**src/rtl/seg_scan.sv**
```systemverilog
// seg_scan: four-digit multiplexed 7-segment scan controller.
// Latches a 16-bit value once per frame, presents one nibble per digit slot
// to the downstream registered hex decoder, and drives active-low digit
// selects that line up with the decoder output one cycle after the nibble.
// Optional feature macro: SEG_SCAN_LZB_EN (leading-zero blanking).
module seg_scan #(
    parameter int unsigned SCAN_DIV = 25000
) (
    input  logic        clk,
    input  logic        rst_n,
    input  logic [15:0] value,
    input  logic        blank,
    output logic [3:0]  hex,
    output logic [3:0]  dig_sel,
    output logic        frame
);

    localparam logic [15:0] CNT_MAX = 16'(SCAN_DIV - 1);

    logic [15:0] cnt_q, cnt_d;
    logic [1:0]  idx_q, idx_d;
    logic [15:0] shadow_q, shadow_d;
    logic [3:0]  hex_q, hex_d;
    logic [3:0]  dig_sel_q, dig_sel_d;
    logic        frame_q, frame_d;

    logic        tick_s;
    logic [1:0]  idx_next_s;
    logic        suppress_s;

    // Pick nibble i out of a 16-bit word.
    function automatic logic [3:0] nibble_sel(input logic [15:0] v, input logic [1:0] i);
        logic [3:0] r;
        case (i)
            2'd0:    r = v[3:0];
            2'd1:    r = v[7:4];
            2'd2:    r = v[11:8];
            2'd3:    r = v[15:12];
            default: r = 4'h0;
        endcase
        return r;
    endfunction

`ifdef SEG_SCAN_LZB_EN
    // A digit is a leading zero when it and every more significant nibble are 0;
    // digit 0 always stays lit so a zero value still shows "0".
    function automatic logic digit_suppressed(input logic [15:0] v, input logic [1:0] i);
        logic r;
        case (i)
            2'd0:    r = 1'b0;
            2'd1:    r = (v[15:4]  == 12'h000);
            2'd2:    r = (v[15:8]  == 8'h00);
            2'd3:    r = (v[15:12] == 4'h0);
            default: r = 1'b0;
        endcase
        return r;
    endfunction

    // Suppression looks at the shadow copy so it cannot change mid-frame.
    always_comb begin
        suppress_s = digit_suppressed(shadow_q, idx_q);
    end
`else
    // Without leading-zero blanking every digit is always eligible.
    always_comb begin
        suppress_s = 1'b0;
    end
`endif

    assign tick_s     = (cnt_q == CNT_MAX);
    assign idx_next_s = idx_q + 2'd1;

    // Next-state for divider, digit index, shadow and the registered outputs.
    always_comb begin
        cnt_d     = cnt_q;
        idx_d     = idx_q;
        shadow_d  = shadow_q;
        hex_d     = hex_q;
        dig_sel_d = dig_sel_q;
        frame_d   = 1'b0;
        if (tick_s) begin
            cnt_d     = 16'd0;
            idx_d     = idx_next_s;
            frame_d   = (idx_next_s == 2'd0);
            // Guard cycle: all digits off while the decoder catches up.
            dig_sel_d = 4'hF;
            if (idx_next_s == 2'd0) begin
                // Frame boundary: capture the value and show its digit 0 at once.
                shadow_d = value;
                hex_d    = value[3:0];
            end else begin
                hex_d = nibble_sel(shadow_q, idx_next_s);
            end
        end else begin
            cnt_d = cnt_q + 16'd1;
            if (blank || suppress_s) begin
                dig_sel_d = 4'hF;
            end else begin
                dig_sel_d = ~(4'b0001 << idx_q);
            end
        end
    end

    // State and output registers with synchronous active-low reset.
    always_ff @(posedge clk) begin
        if (!rst_n) begin
            // idx=3 and cnt at terminal count make the first released cycle
            // a tick that loads value and starts digit 0.
            cnt_q     <= CNT_MAX;
            idx_q     <= 2'd3;
            shadow_q  <= 16'h0000;
            hex_q     <= 4'h0;
            dig_sel_q <= 4'hF;
            frame_q   <= 1'b0;
        end else begin
            cnt_q     <= cnt_d;
            idx_q     <= idx_d;
            shadow_q  <= shadow_d;
            hex_q     <= hex_d;
            dig_sel_q <= dig_sel_d;
            frame_q   <= frame_d;
        end
    end

    assign hex     = hex_q;
    assign dig_sel = dig_sel_q;
    assign frame   = frame_q;

endmodule

```
**config.mk**
```make
export PLATFORM = sky130hd
export DESIGN_NAME = seg_scan
export DESIGN_NICKNAME = d
export VERILOG_FILES = /design/src/rtl/seg_scan.sv
export SDC_FILE = /design/constraint.sdc
export NUM_CORES = 1
export LEC_CHECK = 0
export ABC_AREA = 1
export ABC_CLOCK_PERIOD_IN_PS = 1800
export BUFFER_PORTS_ARGS = -buffer_cell sky130_fd_sc_hd__buf_2
export CORE_MARGIN = 4
export CORE_UTILIZATION = 55
export CTS_CLUSTER_DIAMETER = 60
export CTS_CLUSTER_SIZE = 12
export DETAILED_ROUTE_END_ITERATION = 7
export PLACE_DENSITY_LB_ADDON = 0.1
export SLEW_MARGIN = 10
export SYNTH_ARGS = -nofsm -noshare
export SYNTH_HDL_FRONTEND = slang
export SYNTH_SLANG_ARGS = --single-unit
```
**constraint.sdc**
```tcl
create_clock -name clk -period 1.8 [get_ports clk]
set_clock_uncertainty 0.05 [all_clocks]
set_input_delay 0 -clock clk [delete_from_list [all_inputs] [get_ports clk]]
set_output_delay 0 -clock clk [all_outputs]
set_load 0.03 [all_outputs]
```
# [Word level (Yosys, flattened, before mapping)]
# Cells that the tools add are included.
[totals] ff_bits=43 in_bits=19 output_inout_bits=9 elab_cells=24
[classes] n_reduce_logical=5 n_addsub=2 n_mux=3 bitwise=2 n_shift=1 eq_ne=4
[ops] cell="16-bit by 1-bit adder with 16-bit output (second input constant)" count=1
[ops] cell="16-bit by 15-bit == test with 1-bit output (second input constant)" count=1
[ops] cell="15-bit 2-to-1 mux" count=1
[ops] cell="4-bit case mux with 3 select lines" count=1
[ops] cell="2-bit == test (second input constant)" count=2
[ops] cell="4-bit 2-to-1 mux" count=1
[ops] cell="4-bit NOT" count=1
[ops] cell="2-bit AND reduction" count=2
[ops] cell="1-bit by 2-bit left shift with 4-bit output (first input constant)" count=1
[ops] cell="3-bit OR reduction" count=1
[ops] cell="2-bit by 1-bit adder with 2-bit output (second input constant)" count=1
[ops] cell="2-bit by 1-bit == test with 1-bit output (second input constant)" count=1
[ops] cell="2-bit logical NOT" count=1
[ops] cell="2-bit OR reduction" count=1
[ops] cell="1-bit NOT" count=1

# [Logic depth before layout (Yosys ltp)]
[logic_depth] depth_word=4 depth_mapped=10 mapped_depth_nobuf=9

# [Worst setup path after synthesis]
# No wires, ideal clock.
[synth_timing] path_kind="register to register" start="reg cnt_q[0]" end="reg shadow_q[10]" setup_ns=0.113 period_less_slack_ns=1.432 arrival_ns=1.269 n_path_buf=1 required_ns=1.637 path_stages_with_launch=10 slack_ns=0.368 path_cell_list="dfxtp_1 ha_1 nand2_2 clkinv_1 nand2_2 nor2_4 nand3_4 buf_2 nor2_1 nor2_1"
[synth_between] elab_chain_len=2
[synth_rtl] item="start, declared" line_no="20" rtl="logic [15:0] cnt_q, cnt_d;"
[synth_rtl] item="start signal, assigned" line_no="116" rtl="cnt_q <= cnt_d;"
[synth_rtl] item="16-bit by 15-bit == test with 1-bit output" line_no="70" rtl="assign tick_s = (cnt_q == CNT_MAX);"
[synth_rtl] item="2-bit AND reduction (no source line)"
[synth_rtl] item="end signal, assigned" line_no="118" rtl="shadow_q <= shadow_d;"
[synth_rtl] item="end, declared" line_no="22" rtl="logic [15:0] shadow_q, shadow_d;"
# No other way between the ends.
# A chain may end at the register's enable or synchronous reset.

# [Worst setup path after layout]
[layout_timing] start="reg cnt_q[0]" end="reg idx_q[0]"
[layout_between] elab_chain_len=1
[layout_rtl] item="16-bit by 15-bit == test with 1-bit output" line_no="70"
[layout_rtl] item="end signal, assigned" line_no="117" rtl="idx_q <= idx_d;"
[layout_rtl] item="end, declared" line_no="21" rtl="logic [1:0] idx_q, idx_d;"
# No other way between the ends.

==> run_results.csv <==
group,metric,value,unit
outcome,status,"finished, final reports clean",
clock_tree,clk_latency,0.35,ns
clock_tree,htree_levels,2,
power_and_ir_drop,power.density,1379,nW/um^2
final_layout,final_area,2390,sq um
power_and_ir_drop,swShare,42.90,%
floorplanning,rows,21,
power_and_ir_drop,p_switching,0.001414,W
placement,hpwl,3020,um
floorplanning,core_area,3390,sq um
power_and_ir_drop,p_int,0.001882,W
yosys,synth-seq-cells,39,
yosys,syn_avg_cell_area,6.761,sq um
floorplanning,die_h,67.71,um
route,drc,0,
sta,min_period,1.618,ns
floorplanning,fp.dieArea,4584,sq um
clock_tree,post-cts-setup-buffers,0,
sta,max_freq,0.6179,GHz
sta,maxSlewViolCount,0,
sta,worst_pin_slew,0.3523,ns
final_layout,area_growth_syn_to_layout,21.89,%
final_layout,layout.nets,363,
job,cap_violations,0,
sta,finalSetupTns,0,ns
yosys,netlist_area,1961,sq um
power_and_ir_drop,irDropWorstVdd,0.7981,mV
route,wirelength,4369,um
placement,port_buffers,27,
route,vias_per_cell,4.906,
final_layout,n_fill_cell,290,
placement,place.gp.congestion,0.8611,
clock_tree,clk_pin_slew,0.12,ns
sta,fin_ws,0.1816,ns
worst_setup_path,end_kind,"flip-flop",
yosys,synthCells,290,
global_route,grt_max_degree,26,
final_layout,layout-drive-gt1-share,14.79,%
global_route,grt_util_all_layers,22.40,%
hold_path,hp-class,"in -> reg",
sta,fin_crit_sh,89.91,%
yosys,synth_fp_nets,316,
route,ant_nets,0,
global_route,grt_pass1_wl,7645,um
global_route,grt_antenna_before_repair,0,
global_route,grt_pass1_vias,1814,
route,num_vias,1884,
clock_tree,cts_tree,"yes",
worst_setup_path,cp_data_arrival_time,1.81,ns
worst_setup_path,critPathKind,"reg -> reg",
floorplanning,start_util,57.84,%
worst_setup_path,cp_max_fo,14,
sta,setup_viol,0,
sta,grt_setup_unrepaired,"no",
yosys,synth_warnings,0,
power_and_ir_drop,leakage,1.211,nW
worst_setup_path,worstPathRequired,1.99,ns
global_route,gr-total-overflow,0,
route,drt_iter0_markers,103,
clock_tree,cts.sinks,39,
route,first_pass_iters,4,
power_and_ir_drop,power_frac_clock,15.8,%
power_and_ir_drop,combPwrFrac,44.2,%
yosys,yosysUniqueCellTypes,27,
route,avgRoutedWirePerCell,11.38,um
final_layout,antennaDiodeCount,0,
sta,hold_viol_final,0,
sta,relSlewSlack,76.42,%
placement,place_ws,0.1650,ns
yosys,ys_seq_area_share,39.82,%
power_and_ir_drop,p_seq_share,40.0,%
clock_tree,cts_root_buf,"clkbuf_4",
worst_setup_path,start_kind,"flip-flop",
floorplanning,die_w,67.71,um
floorplanning,ioPinCount,28,
clock_tree,cts_buffers,5,
clock_tree,clock_path_buffers,2,
placement,placed_area,2131,sq um
[stage by stage]
| step | hold WS (ns) | total power, W | util (%) | cells |
|---|---|---|---|---|
| final | 0.3445 | 0.003295 | 70.51 | 384 |
| after floorplan | 0.08492 | 0.002462 | - | 290 |
| after global routing | 0.3444 | 0.003625 | 70.51 | 384 |
| after CTS | 0.3381 | 0.003295 | 70.32 | 384 |
| after global placement | 0.1700 | 0.002722 | 62.86 | 358 |
| after detailed placement | 0.1793 | 0.002748 | 62.86 | 358 |
[cells in the mapped netlist]
library cell	count	area, sq um
a21oi_1	4	20.02
a21oi_2	1	8.760
and2_1	1	6.260
buf_2	3	15.01
buf_4	1	7.510
buf_6	1	11.26
clkbuf_1	3	11.26
clkinv_1	1	3.750
dfxtp_1	39	780.8
ha_1	7	87.58
inv_1	31	116.4
inv_2	1	3.750
nand2_1	83	311.6
nand2_2	5	31.28
nand3_1	30	150.1
nand3_4	1	17.52
nand3b_1	1	7.510
nand4_1	7	43.79
nor2_1	51	191.4
nor2_2	1	6.260
nor2_4	1	11.26
nor3_1	2	10.01
nor3_2	1	10.01
o21ai_0	6	30.03
or2_0	1	6.260
xnor2_1	1	8.760
xor2_1	6	52.55
[sequential cells by signal, indices dropped and copies added (netlist names)]
signal	count
cnt_q	16
shadow_q	12
dig_sel	4
hex	4
idx_q	2
frame	1
[logic make-up after synthesis]
| family | share of synthesized area (%) |
|---|---|
| AOI/OAI and AO/OA | 3.000 |
| xor gates and xnor gates | 3.127 |
| adders and majority gates | 4.467 |
| buffers and inverters | 8.615 |
| DFF | 39.82 |
| and+or+nand+nor | 40.97 |
[power by group through the flow]
stage               Clock (W)  Sequential, W  Combinational (W)
floorplan                   0        0.00139            0.00107
global placement            0        0.00133            0.00139
detailed placement          0        0.00134            0.00141
CTS                  0.000530        0.00132            0.00145
global route         0.000578        0.00136            0.00168
finish               0.000520        0.00132            0.00146
[path summary, 6_finish.rpt]
path              from           to  slack, ns  cells after the start
max reg2reg   cnt_q[0]     idx_q[0]       0.18                      8
max           cnt_q[0]     idx_q[0]       0.18                      8
min reg2reg  cnt_q[15]    cnt_q[15]       0.43                      2
min           value[4]  shadow_q[4]       0.34                      4
[cell usage in the layout (no fill, tap or decap)]
cell	count
nor2_2	1
nor2_4	1
clkbuf_4	5
dlygate4sd3_1	18
nand4_1	7
dfxtp_1	38
nor2_1	51
nand3b_1	1
clkinvlp_4	1
clkinv_1	1
nand2_4	1
o21ai_0	6
ha_1	7
nand2_1	83
a21oi_2	1
a21oi_1	4
nor3_1	2
nor3_2	1
inv_1	31
clkbuf_8	2
and2_1	1
xnor2_1	1
buf_4	3
xor2_1	6
buf_2	27
nand2_2	4
nand3_1	30
nand3_4	1
or2_0	1
inv_2	1
dfxtp_2	1
[layout make-up]
cell class	count	area [sq um]	share of cell area (%)
flip-flops and latches	39	782.0	32.72
inverters	33	123.9	5.183
well taps	46	57.56	2.408
multi-input cells	210	1016	42.51
repair buffers	48	337.8	14.14
clock inverters	1	7.507	0.3141
clock buffers	7	65.06	2.723
[per-layer routing]
metal | part of all wire (%) | GRT usage (%) | up-vias
met5 | 0 | 0 | -
met4 | 1.8 | 10.13 | 0
met3 | 4.4 | 4.992 | 8
met2 | 51 | 40.46 | 50
met1 | 43 | 24.67 | 831
li1 | - | - | 995
[what timing repair did]
action / CTS / global route
endpoints found under the hold margin: 21 / 0
endpoints found under the setup margin: 0 / 3
resized for setup: 0 / 2
hold buffers: 18 / 0
[worst max-delay path: stages (launching register included)]
cell	delay (ns)
dfxtp_1	0.41
ha_1	0.22
nand2_2	0.07
clkinv_1	0.06
nand2_2	0.05
nor2_4	0.15
nand2_2	0.20
o21ai_0	0.23
nand2_1	0.07
Power figures use the tool's default switching activity.
